--- config.mk ---
export PLATFORM = sky130hd
export DESIGN_NAME = vga_timing_gen_flat
export DESIGN_NICKNAME = d
export VERILOG_FILES = /design/src/rtl/vga_timing_gen_if.sv /design/src/rtl/vga_timing_gen.sv /design/src/flat_wrapper.sv
export SDC_FILE = /design/constraint.sdc
export NUM_CORES = 1
export LEC_CHECK = 0
export BUFFER_PORTS_ARGS = -buffer_cell sky130_fd_sc_hd__buf_2
export CAP_MARGIN = 20
export CORE_UTILIZATION = 54
export CTS_CLUSTER_SIZE = 14
export DETAILED_ROUTE_END_ITERATION = 10
export GPL_TIMING_DRIVEN = 0
export PLACE_DENSITY_LB_ADDON = 0.05
export SLEW_MARGIN = 20
export SYNTH_ARGS = -nofsm -noshare
export SYNTH_HDL_FRONTEND = slang
export SYNTH_SLANG_ARGS = --single-unit
--- constraint.sdc ---
create_clock -name clk -period 2.8 [get_ports clk]
set_clock_uncertainty 0.15 [all_clocks]
set_input_delay 0.28 -clock clk [delete_from_list [all_inputs] [get_ports clk]]
set_output_delay 0.28 -clock clk [all_outputs]
set_load 0.1 [all_outputs]
--- src/rtl/vga_timing_gen_if.sv ---
// VGA timing bundle shared by the timing generator and every draw stage.
interface vga_if;
   logic [10:0] hcount;
   logic [10:0] vcount;
   logic        hsync;
   logic        vsync;
   logic        hblnk;
   logic        vblnk;

   modport out (output hcount, vcount, hsync, vsync, hblnk, vblnk);
   modport in  (input  hcount, vcount, hsync, vsync, hblnk, vblnk);
endinterface

--- src/rtl/vga_timing_gen.sv ---
// VGA raster timing generator (default 1024x768@60) with start-of-frame pulse.
// Optional frame counter enabled by defining VGA_TIMING_FRAME_CNT_EN.
module vga_timing_gen #(
   parameter int   H_ACTIVE = 1024,
   parameter int   H_FP     = 24,
   parameter int   H_SYNC   = 136,
   parameter int   H_BP     = 160,
   parameter int   V_ACTIVE = 768,
   parameter int   V_FP     = 3,
   parameter int   V_SYNC   = 6,
   parameter int   V_BP     = 29,
   parameter logic SYNC_POL = 1'b0
) (
   input  logic        clk,
   input  logic        rst,
   input  logic        en,
   vga_if.out          vout,
   output logic        frame_start,
   output logic [15:0] frame_cnt
);

   localparam int H_TOT = H_ACTIVE + H_FP + H_SYNC + H_BP;
   localparam int V_TOT = V_ACTIVE + V_FP + V_SYNC + V_BP;

   if (H_TOT > 2048) begin : g_htot_chk
      $fatal(1, "vga_timing_gen: H_TOT exceeds 11-bit counter range");
   end
   if (V_TOT > 2048) begin : g_vtot_chk
      $fatal(1, "vga_timing_gen: V_TOT exceeds 11-bit counter range");
   end

   localparam logic [10:0] H_LAST = 11'(H_TOT - 1);
   localparam logic [10:0] V_LAST = 11'(V_TOT - 1);
   localparam logic [10:0] H_BLK  = 11'(H_ACTIVE);
   localparam logic [10:0] V_BLK  = 11'(V_ACTIVE);
   localparam logic [10:0] HS_BEG = 11'(H_ACTIVE + H_FP);
   localparam logic [10:0] HS_END = 11'(H_ACTIVE + H_FP + H_SYNC - 1);
   localparam logic [10:0] VS_BEG = 11'(V_ACTIVE + V_FP);
   localparam logic [10:0] VS_END = 11'(V_ACTIVE + V_FP + V_SYNC - 1);

   logic        h_end, v_end, wrap;
   logic [10:0] h_nxt, v_nxt;

   always_comb begin
      h_end = (vout.hcount == H_LAST);
      v_end = (vout.vcount == V_LAST);
      wrap  = h_end & v_end;
      h_nxt = h_end ? 11'd0 : vout.hcount + 11'd1;
      v_nxt = vout.vcount;
      if (h_end)
         v_nxt = v_end ? 11'd0 : vout.vcount + 11'd1;
   end

   // Sync/blank decode the next counts so all fields land on the same edge.
   always_ff @(posedge clk or posedge rst) begin
      if (rst) begin
         vout.hcount <= 11'd0;
         vout.vcount <= 11'd0;
         vout.hblnk  <= 1'b0;
         vout.vblnk  <= 1'b0;
         vout.hsync  <= ~SYNC_POL;
         vout.vsync  <= ~SYNC_POL;
         frame_start <= 1'b0;
      end else if (en) begin
         vout.hcount <= h_nxt;
         vout.vcount <= v_nxt;
         vout.hblnk  <= (h_nxt >= H_BLK);
         vout.vblnk  <= (v_nxt >= V_BLK);
         vout.hsync  <= (h_nxt >= HS_BEG && h_nxt <= HS_END) ? SYNC_POL : ~SYNC_POL;
         vout.vsync  <= (v_nxt >= VS_BEG && v_nxt <= VS_END) ? SYNC_POL : ~SYNC_POL;
         frame_start <= wrap;
      end else begin
         frame_start <= 1'b0;
      end
   end

`ifdef VGA_TIMING_FRAME_CNT_EN
   logic [15:0] frame_cnt_q;

   always_ff @(posedge clk or posedge rst) begin
      if (rst)
         frame_cnt_q <= 16'h0000;
      else if (en && wrap)
         frame_cnt_q <= frame_cnt_q + 16'h0001;
   end

   assign frame_cnt = frame_cnt_q;
`else
   assign frame_cnt = 16'h0000;
`endif

endmodule

--- src/flat_wrapper.sv ---
// flat-port wrapper written by rule: the top's interface ports become plain ports
module vga_timing_gen_flat 
#(
   parameter int   H_ACTIVE = 1024,
   parameter int   H_FP     = 24,
   parameter int   H_SYNC   = 136,
   parameter int   H_BP     = 160,
   parameter int   V_ACTIVE = 768,
   parameter int   V_FP     = 3,
   parameter int   V_SYNC   = 6,
   parameter int   V_BP     = 29,
   parameter logic SYNC_POL = 1'b0
)
  (clk, rst, en, frame_start, frame_cnt, vout_hcount, vout_vcount, vout_hsync, vout_vsync, vout_hblnk, vout_vblnk);
  vga_if vout_i ();
  input  logic clk;
  input  logic rst;
  input  logic en;
  output logic frame_start;
  output logic [15:0] frame_cnt;
  output wire logic [$bits(vout_i.hcount)-1:0] vout_hcount;
  output wire logic [$bits(vout_i.vcount)-1:0] vout_vcount;
  output wire logic [$bits(vout_i.hsync)-1:0] vout_hsync;
  output wire logic [$bits(vout_i.vsync)-1:0] vout_vsync;
  output wire logic [$bits(vout_i.hblnk)-1:0] vout_hblnk;
  output wire logic [$bits(vout_i.vblnk)-1:0] vout_vblnk;
  assign vout_hcount = vout_i.hcount;
  assign vout_vcount = vout_i.vcount;
  assign vout_hsync = vout_i.hsync;
  assign vout_vsync = vout_i.vsync;
  assign vout_hblnk = vout_i.hblnk;
  assign vout_vblnk = vout_i.vblnk;
  vga_timing_gen #(.H_ACTIVE(H_ACTIVE), .H_FP(H_FP), .H_SYNC(H_SYNC), .H_BP(H_BP), .V_ACTIVE(V_ACTIVE), .V_FP(V_FP), .V_SYNC(V_SYNC), .V_BP(V_BP), .SYNC_POL(SYNC_POL)) u_core (.clk(clk), .rst(rst), .en(en), .vout(vout_i), .frame_start(frame_start), .frame_cnt(frame_cnt));
endmodule
==> results summary, run 1 <==
The post-route cell area came out at 2300 µm². The minimum clock period after layout came out at ~2400 ps. In this run the power spent charging and discharging nets is 745 µW. The power share of the sequential group is about a third. The mean instance size in the synthesized netlist came out at 8.48 µm². The flip-flop and latch count after synthesis is 27. The routed layout has 1,828 vias. The count of standard-cell rows is 21. Along the worst path, the maximum fanout reaches 10.

TritonCTS built the clock tree. The number of buffers added for setup after CTS is 0. The floorplan step set the die height to around 63 µm. The start point of the worst min-delay path is en. The detailed router's first-iteration violation count is 86. The data arrival time of the critical path came out at 2430 ps. IR analysis of the VDD net gives a maximum drop of around 0.00044 V. In this run the count of I/O pins placed on the die edge is 46. The via count of the first global-routing pass is approximately 1,600.

The clock tree root buffer cell is clkbuf_8. The area added between synthesis and finish came out at 15.7%. The residual antenna-violating net count after detailed routing came out at 0. The library cell used most frequently in the layout, excluding fill and tap cells, is buf_2.

The number of max-slew violations in the final report is 0. The end of the worst register-to-register path is u_core.vout.vsync. The detailed placer's ending HPWL came out at about 3.1 mm. For this run, design rule violations remaining after detail routing come to 0. Based on the critical path, the design can be clocked at up to roughly 420 MHz. The cell area after technology mapping came out at about 2000 µm².

The clock latency of the later-clocked register in the worst-skew pair is between 200 and 300 ps. The weighted congestion at the end of routability-driven global placement came out at 0.870. Setup repair after global routing left no endpoint under its margin. Wires add up to 4.27 mm.

Dividing the final minimum period by the clock period gives 85.2%. Cells fill about 67% of the core in the end. The post-synthesis async set-or-reset flop share came out at between 90% and 100%. The flop-to-flop setup slack is ~410 ps.

The most used flip-flop cell after synthesis is dfrtp_1. The simple-gate area share of the yosys netlist is around a quarter. The xor/xnor cell area share of the yosys netlist is under 10%. The worst slew margin relative to its limit came out at about three fifths. The total clock sinks is 27. The global-route wire length before repair came out at ~7.5 mm.

The startpoint identified for the worst register-to-register timing path is u_core.vout.hcount[1]. Once the clock tree was built, the resizer swapped 0 gates to a different size. The total of buffers placed on input and output ports came out at 28. The first-pass iteration count of the detailed router came out at 4. The clock network accounts for 15.7% of the total power. The worst setup path is of the flop to flop kind. The maximum level of the CTS H-tree came out at 1. The area share of fa/ha/maj cells after synthesis is roughly 2.5%. The capture endpoint of the worst hold path is u_core.vout.hcount[6]. The instance count along the most critical hold path is 3.

The analysis attributes to cell leakage a power of 0.00104 µW. The multiplexer area fraction after synthesis came out at just over 2%. The sum of negative setup slack came out at 0 ps. The area after detailed placement came out at 2250 µm². Counting along the longest clock path gives a buffer depth of 2. The number of endpoints with negative hold slack in the final report was 0.

The synthesized netlist contains 61 unique library cells. The share of layout cells above drive strength 1 came out at about 26%. The number of flops mapped to enable cells by yosys came out at 0.

The top cell types in the final layout, fill and taps aside, are 29 x buf_2, 23 x nand2_1, 23 x o21ai_0. The die area came out at about 4000 µm². The run finished with clean final reports. The CTS clock-pin slew for the worst setup and hold paths is 100 ps. The core region area is about 3400 µm².

The horizontal die dimension came out at ~63 µm. The final layout net count is just under 300. For this design the ratio of total power to cell area is 636 nW/µm². In the global route stage, overall resource usage came out at approximately a quarter. The combinational share of power came out at between 50% and 60%. STA classifies the critical path endpoint as a flop. The fraction of the mapped netlist area in compound gates came out at 18.5%. The switching portion of total power came out at 50.8%. The number of fillers in the final layout came out at 301. The worst endpoint required time is 2840 ps. The count of warnings emitted by yosys came out at 0. The element type at the critical path start is a flop. The max-capacitance violation count is 0. The combinational family with the most area after synthesis is simple AND/OR/NAND/NOR gates. Buffers inserted during clock tree synthesis total 3.

Setup violations remaining at the end of the flow were counted as 0. At the pin with the least slew margin, the transition time is between 600 and 700 ps. The number of cells on the worst reg-to-reg path came out at 8. The detail-routed net length per standard cell came out at around 13 µm. The post-synthesis cell count came out at ~240.

Internal power comes to between 700 and 800 µW. The remaining global-route overflow came out at 0. The maximum number of pins on one net before global-route repair came out at 28. The detail-routed via count per cell came out at 5.56. In this run, post-CTS hold repair placed 0 buffers. The antenna diode instance count came out at 0. The initial core utilization is approximately 58%. The path class of the tightest hold or removal check is primary input to flop. The initial antenna violation count was 0. The fraction of the yosys area taken by sequential cells came out at between 30 and 40%.
==> power by group through the flow <==
stage | sequential (µW) | clock (µW) | combinational, µW
4_1_cts | 485 | 233 | 753
3_3_place_gp | 489 | 0 | 745
6_report | 485 | 230 | 752
3_5_place_dp | 492 | 0 | 752
5_1_grt | 493 | 253 | 798
2_1_floorplan | 804 | 0 | 342
==> cell usage after synthesis (3+ instances only) <==
cell | count | share of area [%]
o21ai_0 | 23 | 5.8
nand3_1 | 12 | 3.0
buf_4 | 18 | 6.8
nand4_1 | 5 | 1.6
o22ai_1 | 3 | 0.94
inv_1 | 9 | 1.7
xor2_1 | 3 | 1.3
o31ai_1 | 5 | 1.9
clkbuf_1 | 6 | 1.1
mux2i_1 | 3 | 1.5
and2_1 | 5 | 1.6
nand2b_1 | 3 | 0.94
xnor2_1 | 7 | 3.1
nor4_1 | 3 | 0.94
ha_1 | 4 | 2.5
nor3_1 | 3 | 0.75
or3_1 | 3 | 0.94
nand2_1 | 23 | 4.3
a21oi_1 | 6 | 1.5
nor2_1 | 16 | 3.0
dfrtp_1 | 25 | 31
==> worst max-delay path by stage <==
stage | cells after the start | slack, ps | end | from
finish | 8 | 410 | u_core.vout.vsync | u_core.vout.hcount[1]
global route | 8 | 200 | u_core.vout.vsync | u_core.vout.hcount[1]
CTS | 8 | 410 | u_core.vout.vsync | u_core.vout.hcount[1]
detailed placement | 8 | 460 | u_core.vout.vsync | u_core.vout.hcount[1]
global placement | 8 | 460 | u_core.vout.vsync | u_core.vout.hcount[1]
floorplan | 8 | 30 | u_core.vout.hsync | u_core.vout.hcount[2]
==> routing by layer <==
metal | global-route usage [%] | up-vias | part of all wire [%]
li1 | - | 903 | -
met1 | 37.1 | 864 | 50
met2 | 35.2 | 59 | 45
met3 | 2.19 | 2 | 4.9
met4 | 4.36 | 0 | 0.44
met5 | 0 | - | 0
==> state kept, by name (all words and copies together), names as in the netlist <==
| register | flops |
|---|---|
| u_core.vout.hcount | 11 |
| u_core.vout.vblnk | 1 |
| u_core.vout.vcount | 11 |
| u_core.vout.hsync | 1 |
| u_core.vout.hblnk | 1 |
| u_core.vout.vsync | 1 |
| u_core.frame_start | 1 |
==> stage by stage <==
step | cells | worst slack [ps] | total power (µW) | hold slack (ps)
2_1_floorplan | 250 | 32.4 | 1150 | 181
3_3_place_gp | 324 | 456 | 1230 | 322
3_5_place_dp | 324 | 456 | 1240 | 351
4_1_cts | 328 | 414 | 1470 | 138
5_1_grt | 329 | 197 | 1540 | 363
6_report | 329 | 415 | 1470 | 323
==> cell type report <==
cell class | instances | area (µm²) | share of cell area (%)
Buffer | 31 | 218 | 9.45
Sequential cell | 27 | 682 | 29.6
Multi-Input combinational cell | 183 | 1120 | 48.5
Timing Repair Buffer | 29 | 150 | 6.51
Inverter | 9 | 33.8 | 1.47
Clock buffer | 4 | 45.0 | 1.95
Tap cell | 46 | 57.6 | 2.50
==> critical path: stages, from the launching register on <==
cell	delay, ps
dfrtp_2	410
ha_1	300
and2_1	200
nand4_2	260
buf_2	290
nor2_1	140
xor2_1	90
nor4_1	300
a41oi_1	150
==> cells by family (layout without fill, tap and decap cells) <==
kind of cell | count (synthesis) | after routing
and+or+nand+nor | 93 | 93
muxes | 4 | 4
DFF | 27 | 27
AOI/OAI and AO/OA | 56 | 56
adders and majority gates | 4 | 4
other | 1 | 16
xor gates and xnor gates | 10 | 10
buffers and inverters | 40 | 73
(Power assumes the default switching activity.)
==> inputs of run 2 (changes only) <==
- PLACE_DENSITY: unset -> 0.84
- PLACE_DENSITY_LB_ADDON: 0.05 -> unset
==> run 2 against run 1 <==
  * Final cell count rose by 0.30%
  * Design area rose by 1.4%
  * Hold slack got worse by 20 ps
  * Highest routed layer unchanged
  * Critical path type unchanged
  * Maximum frequency fell by 1.8%
  * Clock-buffer cell count fell by 1
  * Register-to-register slack got worse by 40 ps
  * Via count rose by 0.11%
  * Setup slack got worse by 43 ps
==> results summary, run 2 (same netlist as run 1, synthesis figures left out) <==
The number of fillers in the final layout is 311 (was 301). The total of buffers placed on input and output ports is 28 (unchanged). The actual transition at the worst max-transition pin came out at 647 ps (was 604 ps).

The combined flip-flop and latch cell area came out at 682 µm² (unchanged). The worst endpoint required time came out at 2850 ps (was 2840 ps). Chain of cells forming the critical path: clkbuf_1 -> nor3_2 -> nand4_2 -> buf_2 -> nor2_1 -> xor2_1 -> nor4_1 -> a41oi_1 (was ha_1 -> and2_1 -> nand4_2 -> buf_2 -> nor2_1 -> xor2_1 -> nor4_1 -> a41oi_1). The die area came out at 3940 µm² (unchanged). The type of element capturing the critical path is a flop (unchanged). The data arrival time of the critical path came to 2480 ps (was 2430 ps).

The initial core utilization came to 57.9% (unchanged). The antenna diode instance count is 0 (unchanged). The leakage power figure is 0.00105 µW (was 0.00104 µW). The initial antenna violation count is 0 (unchanged). The buffer and inverter count on the worst path came out at 2 (was 1). The power per unit of standard cell area came out at 632 nW/µm² (was 636 nW/µm²). The number of setup violations in the final report came out at 0 (unchanged). The via total after detailed routing is 1,830 (was 1,828). The final setup slack of the worst path came out at 371 ps (was 415 ps). The highest clock rate came out at 412 MHz (was 419 MHz). The master of the slowest instance on the critical path is dfrtp_1 (was dfrtp_2). The detailed placer's ending HPWL came out at 3.08 mm (was 3.09 mm). The biggest cell delay along the critical path is 400 ps (was 410 ps). The residual antenna-violating net count after detailed routing came out at 0 (unchanged).

The launch point of the critical path is u_core.vout.hcount[9] (was u_core.vout.hcount[1]). The detailed router's first-iteration violation count came out at 83 (was 86). The combinational share of power is 51.2% (was 51.3%). The area added between synthesis and finish came out at 17.3% (was 15.7%). The detail-routed via count per cell is 5.55 (was 5.56). The total clock sinks was 27 (unchanged). The number of cells on the worst reg-to-reg path is 8 (unchanged).

The sum of negative setup slack is 0 ps (unchanged). The detail-routed net length per standard cell came out at 13.0 µm (about the same). The via count of the first global-routing pass came out at 1,612 (was 1,572). The multi-input gate area in the final layout is 1120 µm² (unchanged). The type of the worst min-delay path is primary input to async pin (was primary input to flop). The end of the worst register-to-register path is u_core.vout.vsync (unchanged).

The final period utilization came out at 86.7% (was 85.2%). The total I/O pin count is 46 (unchanged). The overall track demand over capacity in global routing is 23.3% (was 23.6%). The post-cts sizing count is 0 (unchanged). The vertical extent of the die came out at 62.7 µm (unchanged). The worst setup timing slack at the placement stage came out at 432 ps (was 456 ps).

The post-cts hold buffer count is 0 (unchanged). The minimum clock period after layout came to 2430 ps (was 2390 ps). The clock latency of the later-clocked register in the worst-skew pair came out at 280 ps (was 270 ps). The switching power summed over all nets came out at 751 µW (was 745 µW).

The share of power burned in the clock network is 16.0% (was 15.7%). The number of buffers added by the clock tree synthesis step is 3 (unchanged). The power share of the sequential group came out at 32.8% (was 33.1%). The gate family responsible for the most delay along the worst path is simple AND/OR/NAND/NOR gates (unchanged). Highest-count cells in the layout ignoring fill and taps: 29 x buf_2, 23 x nand2_1, 23 x o21ai_0 (unchanged). The count of standard-cell rows came to 21 (unchanged). The biggest fanout along the worst timing path is 10 (unchanged). The maximum level of the CTS H-tree is 1 (unchanged). The final layout net count came to 292 (was 291). The number of max-slew violations in the final report came out at 0 (unchanged). The total stage count of the critical path came out at 8 (unchanged). The max-capacitance violation count was 0 (unchanged). The flop-to-flop setup slack was 370 ps (was 410 ps). The global-route wire length before repair was 7.21 mm (was 7.49 mm). The detailed-route DRC error count is 0 (unchanged). The CTS clock-pin slew for the worst setup and hold paths is 100 ps (about the same). The switching portion of total power came to 50.9% (was 50.8%).

The weighted congestion at the end of routability-driven global placement came to 0.900 (was 0.870). The number of endpoints with negative hold slack in the final report came out at 0 (unchanged). The maximum number of pins on one net before global-route repair was 28 (unchanged).

The clock tree root buffer cell is clkbuf_8 (unchanged). The CTS tree is built (unchanged). The maximum VDD drop came out at 0.000400 V (was 0.000438 V).

The overall routed net length came out at 4.30 mm (was 4.27 mm). The first-pass iteration count of the detailed router was 4 (unchanged). Result of the run: complete, no violations (unchanged). The beginning of the worst register-to-register path is u_core.vout.hcount[9] (was u_core.vout.hcount[1]). The leading cell type in the layout, fill and taps excluded is buf_2 (unchanged). The horizontal die dimension was 62.7 µm (unchanged). The core region area came out at 3440 µm² (unchanged).

The worst slew margin relative to its limit came out at 56.5% (was 59.4%). The share of layout cells above drive strength 1 came to 26.1% (was 25.8%). The number of buffers added for setup after CTS is 0 (unchanged). The remaining global-route overflow came out at 0 (unchanged). The element type at the critical path start is a flop (unchanged). Biggest registers after layout: u_core.vout.hcount: 11 flops, u_core.vout.vcount: 11 flops (unchanged).

The number of buffers on the longest clock path was 2 (unchanged). The internal portion of total power is 725 µW (was 722 µW). Unrepaired setup endpoints after global routing: no (unchanged). The timing endpoint of the critical path was u_core.vout.vsync (unchanged). The start-to-end type of the worst setup path is flop to flop (unchanged).
==> run 2: cell count changes in the layout (fill, tap and decap cells not counted) <==
| cell | previous run | this run |
|---|---|---|
| clkinv_1 | 0 | 1 |
| inv_2 | 1 | 0 |
| clkbuf_1 | 7 | 6 |
| buf_16 | 0 | 1 |
| clkinvlp_4 | 0 | 1 |
==> run 2: area by class of cell <==
class                           instances  share of cell area [%]
Sequential cell                        27                    29.2
Clock buffer                            3                    1.77
Timing Repair Buffer                   30                    7.61
Multi-Input combinational cell        183                    47.9
Inverter                                9                    1.45
Buffer                                 31                    9.32
Tap cell                               46                    2.46
Clock inverter                          1                   0.321
==> run 2: how the worst min path moves through the flow <==
stage                             to         startpoint  slack, ps
3_5_place_dp       u_core.vout.vsync  u_core.vout.vsync        330
3_3_place_gp       u_core.vout.vblnk  u_core.vout.vblnk        320
6_report       u_core.vout.hcount[1]                rst        300
5_1_grt        u_core.vout.hcount[9]                 en        310
4_1_cts        u_core.vout.hcount[1]                rst        120
2_1_floorplan     u_core.frame_start                rst        180
==> run 2: per-layer routing <==
layer	vias up	part of all wire [%]	GRT usage (%)
li1	904	-	-
met3	9	6.6	4.74
met1	847	47	32.1
met5	-	0	0
met4	0	1.9	10.5
met2	70	45	35.2
==> run 2: per-stage QoR <==
stage	instances	util (%)	area, µm²	hold slack, ps	power [µW]
after detailed placement	324	65.4	2250	334	1240
after global placement	324	65.4	2250	323	1230
after floorplan	250	-	2050	181	1150
final	330	67.9	2340	303	1480
after global routing	330	67.9	2340	308	1550
after CTS	328	66.8	2300	119	1470
==> run 2: tightest hold or removal path, stage by stage <==
cell	delay, ps
dlygate4sd3_1	530
buf_2	120
clkinv_1	200
==> run 2: power by group through the flow <==
stage               clock network (µW)  logic (µW)  registers, µW
floorplan                            0         342            804
global placement                     0         743            490
detailed placement                   0         748            493
CTS                                238         751            485
global route                       260         795            495
finish                             236         756            485
==> inputs of run 3 (changes only) <==
- ABC_AREA: unset -> 1
==> run 3 against run 2 <==
  * Hold slack got worse by 120 ps
  * Register-to-register slack improved by 370 ps
  * Clock power fell by 30%
  * Global-route usage rose by 1.6 points
  * Synthesized area fell by 3.0%
  * First-iteration DRC count rose by 52%
  * Power rose by 25%
  * Critical endpoint unchanged
  * Largest power group unchanged
  * Highest routed layer unchanged
==> results summary, run 3 <==
Result of the run: complete, no violations (unchanged). The detailed router's first-iteration violation count is 126 (was 83). The share of layout cells above drive strength 1 is 18.9% (was 26.1%). The master of the slowest instance on the critical path is dfrtp_1 (unchanged). The sum of negative setup slack is 0 ps (unchanged). The number of endpoints with negative hold slack in the final report is 0 (unchanged). The antenna diode instance count is 0 (unchanged). Most numerous cell types in the synthesized netlist: 90 x nand2_1, 36 x nor2_1, 32 x inv_1 (was 25 x dfrtp_1, 23 x nand2_1, 23 x o21ai_0). The type of element capturing the critical path is a flop (unchanged). The multiplexer area fraction after synthesis came to 0% (was 2.07%). The final period utilization is 73.6% (was 86.7%).

Unrepaired setup endpoints after global routing: no (unchanged). The overall track demand over capacity in global routing came out at 25.0% (was 23.3%). The post-synthesis cell count came out at 285 (was 235). The power share of the sequential group came to 31.1% (was 32.8%). The initial antenna violation count came to 0 (unchanged). The residual antenna-violating net count after detailed routing came out at 0 (unchanged).

The fraction of the mapped netlist area in compound gates came out at 8.03% (was 18.5%). The maximum number of pins on one net before global-route repair is 28 (unchanged). The gate family responsible for the most delay along the worst path is simple AND/OR/NAND/NOR gates (unchanged). The flop-to-flop setup slack came out at 740 ps (was 370 ps).

The count of standard-cell rows is 21 (unchanged). The biggest cell delay along the critical path is 460 ps (was 400 ps). The number of flops mapped to enable cells by yosys is 0 (unchanged). The leakage power figure came out at 0.00115 µW (was 0.00105 µW). The initial core utilization is 57.0% (was 57.9%). The final layout net count is 341 (was 292). The count of warnings emitted by yosys came to 0 (unchanged).

The biggest fanout along the worst timing path was 10 (unchanged). The remaining global-route overflow is 0 (unchanged). The via count of the first global-routing pass is 1,618 (was 1,612). The most common cell in the synthesized netlist was nand2_1 (was dfrtp_1).

The cell taking the most area after synthesis was dfrtp_1 (unchanged). The total I/O pin count is 46 (unchanged). The total of buffers placed on input and output ports came out at 28 (unchanged). The CTS clock-pin slew for the worst setup and hold paths came out at 140 ps (was 100 ps). The start-to-end type of the worst setup path was flop to flop (unchanged). The first-pass iteration count of the detailed router came to 4 (unchanged). The element type at the critical path start is a flop (unchanged). The final setup slack of the worst path is 738 ps (was 371 ps). The area added between synthesis and finish came out at 15.0% (was 17.3%). The share of the synthesized area in the top cell type is 32.4% (was 31.4%). The detailed placer's ending HPWL came out at 3.32 mm (was 3.08 mm). The worst setup timing slack at the placement stage is 792 ps (was 432 ps). The minimum clock period after layout came to 2060 ps (was 2430 ps).

The buffer and inverter count on the worst path was 1 (was 2). The switching portion of total power is 61.3% (was 50.9%). The mean instance size in the synthesized netlist is 6.78 µm² (was 8.48 µm²). The area after detailed placement came out at 2190 µm² (was 2250 µm²). The worst endpoint required time is 2920 ps (was 2850 ps).

The maximum VDD drop is 0.000709 V (was 0.000400 V). The post-cts sizing count is 0 (unchanged). The share of power burned in the clock network came to 9.0% (was 16.0%). The power per unit of standard cell area came out at 829 nW/µm² (was 632 nW/µm²).

The simple-gate area share of the yosys netlist came out at 37.0% (was 25.7%). The via total after detailed routing is 1,921 (was 1,830). The post-synthesis cell type count is 28 (was 61).

The detailed-route DRC error count came out at 0 (unchanged). The detail-routed via count per cell was 5.07 (was 5.55). The die area was 3820 µm² (was 3940 µm²). The data arrival time of the critical path is 2180 ps (was 2480 ps). The number of setup violations in the final report came out at 0 (unchanged).

The post-route cell area came out at 2220 µm² (was 2340 µm²). The horizontal die dimension is 61.8 µm (was 62.7 µm). The post-synthesis async set-or-reset flop share came to 100% (unchanged). The number of max-slew violations in the final report was 0 (unchanged). The global-route wire length before repair came out at 7.02 mm (was 7.21 mm). The flip-flop and latch count after synthesis came out at 27 (unchanged).

The maximum level of the CTS H-tree came out at 1 (unchanged). The weighted congestion at the end of routability-driven global placement is 0.876 (was 0.900). The vertical extent of the die is 61.8 µm (was 62.7 µm). The primary flip-flop cell chosen by synthesis mapping is dfrtp_1 (unchanged). The clock latency of the later-clocked register in the worst-skew pair was 320 ps (was 280 ps). The worst slew margin relative to its limit is 62.0% (was 56.5%).

The cell area after technology mapping is 1930 µm² (was 1990 µm²). The clock tree root buffer cell is clkbuf_4 (was clkbuf_8). The area share of fa/ha/maj cells after synthesis is 2.59% (was 2.51%). The internal portion of total power is 714 µW (was 725 µW). The switching power summed over all nets is 1130 µW (was 751 µW). Cell types occupying the most area after synthesis: dfrtp_1 32%, nand2_1 17%, nor2_1 7.0% (was dfrtp_1 31%, buf_4 6.8%, o21ai_0 5.8%).

The CTS tree is built (unchanged). The highest clock rate came to 485 MHz (was 412 MHz). The type of the worst min-delay path is primary input to flop (was primary input to async pin).

The detail-routed net length per standard cell is 11.5 µm (was 13.0 µm). The actual transition at the worst max-transition pin is 570 ps (was 647 ps). The xor/xnor cell area share of the yosys netlist is 2.72% (was 4.40%).

The number of buffers on the longest clock path was 2 (unchanged). The overall routed net length is 4.36 mm (was 4.30 mm). The combinational share of power came out at 60.0% (was 51.2%). The leading cell type in the layout, fill and taps excluded is nand2_1 (was buf_2). The core region area came out at 3390 µm² (was 3440 µm²). The total clock sinks came out at 27 (unchanged). The fraction of the yosys area taken by sequential cells is 35.1% (was 34.0%). The number of buffers added by the clock tree synthesis step was 3 (unchanged). The max-capacitance violation count came to 0 (unchanged).

Highest-count cells in the layout ignoring fill and taps: 90 x nand2_1, 36 x nor2_1, 31 x inv_1 (was 29 x buf_2, 23 x nand2_1, 23 x o21ai_0). Biggest registers after layout: u_core.vout.hcount: 11 flops, u_core.vout.vcount: 11 flops (unchanged). Chain of cells forming the critical path: ha_1 -> nand2_1 -> nor2_2 -> nand2_2 -> nor2_4 -> buf_6 -> nand3_2 -> nand2_1 -> nand3_1 -> nor2_1 -> nand2_1 -> nor2_1 -> nor2_1 (was clkbuf_1 -> nor3_2 -> nand4_2 -> buf_2 -> nor2_1 -> xor2_1 -> nor4_1 -> a41oi_1). The combinational family with the most area after synthesis is simple AND/OR/NAND/NOR gates (unchanged).
==> run 3: changes by cell type in the layout (fill, tap and decap cells not counted), sizes merged, moves of 5 or more <==
| cell | previous run | this run |
|---|---|---|
| inv | 8 | 32 |
| nand3 | 12 | 22 |
| nand2 | 23 | 92 |
| nor2 | 16 | 39 |
| buf | 53 | 46 |
| and2 | 8 | 0 |
| xnor2 | 7 | 1 |
| a21oi | 6 | 1 |
| o31ai | 5 | 0 |
==> run 3: final timing paths <==
check                                       from               endpoint  depth (start not counted)
hold / removal                                en  u_core.vout.vcount[9]                          3
setup reg to reg           u_core.vout.hcount[1]      u_core.vout.vsync                         13
hold reg to reg                u_core.vout.hsync      u_core.vout.hsync                          2
setup / recovery           u_core.vout.hcount[1]      u_core.vout.vsync                         13
min in group asynchronous                    rst  u_core.vout.hcount[0]                          3
max in group asynchronous                    rst      u_core.vout.vsync                          3
==> run 3: area by class of cell <==
type	instances	area, µm²
clock buffers	4	26.3
multi-input cells	218	1030
flip-flops and latches	27	678
well taps	46	57.6
inverters	32	120
fillers	306	1170
plain buffers	23	158
repair buffers	29	150
==> run 3: kinds of logic after synthesis <==
logic type | count (synthesis)
compound gates | 28
xor+xnor | 6
fa+ha+maj | 4
buf+inv | 55
flops | 27
other cells | 1
simple gates | 164
==> run 3: power groups by stage <==
stage | Combinational, µW | Clock (µW) | Sequential [µW]
after floorplan | 390 | 0 | 1130
after global placement | 1090 | 0 | 574
after detailed placement | 1100 | 0 | 577
after CTS | 1100 | 173 | 570
after global routing | 1180 | 189 | 587
final | 1110 | 165 | 573
==> run 3: per-stage QoR <==
| stage | hold slack (ps) | instances | total power (µW) | utilization [%] |
|---|---|---|---|---|
| detailed placement | 320 | 374 | 1680 | 64.5 |
| global placement | 317 | 374 | 1660 | 64.5 |
| floorplan | 181 | 300 | 1520 | - |
| finish | 179 | 379 | 1840 | 65.6 |
| global route | 164 | 379 | 1950 | 65.6 |
| CTS | 65.6 | 378 | 1850 | 65.3 |
==> run 3: what timing repair did <==
item                      CTS  global route
hold buffers                0             1
hold endpoints to repair    0            25
buffers inserted            0             0
==> run 3: worst register-to-register path: stages (launching register included) <==
cell and delay (ps):
dfrtp_1 460, ha_1 250, nand2_1 80, nor2_2 90, nand2_2 80, nor2_4 180
buf_6 180, nand3_2 60, nand2_1 90, nand3_1 80, nor2_1 90, nand2_1 80
nor2_1 110, nor2_1 50
==> run 3: metal layers <==
layer | up-vias | wire length, µm | GRT usage, %
li1 | 968 | - | -
met1 | 890 | 1970 | 33.1
met2 | 55 | 2120 | 41.5
met3 | 8 | 196 | 2.07
met4 | 0 | 82 | 11.7
met5 | - | 0 | 0
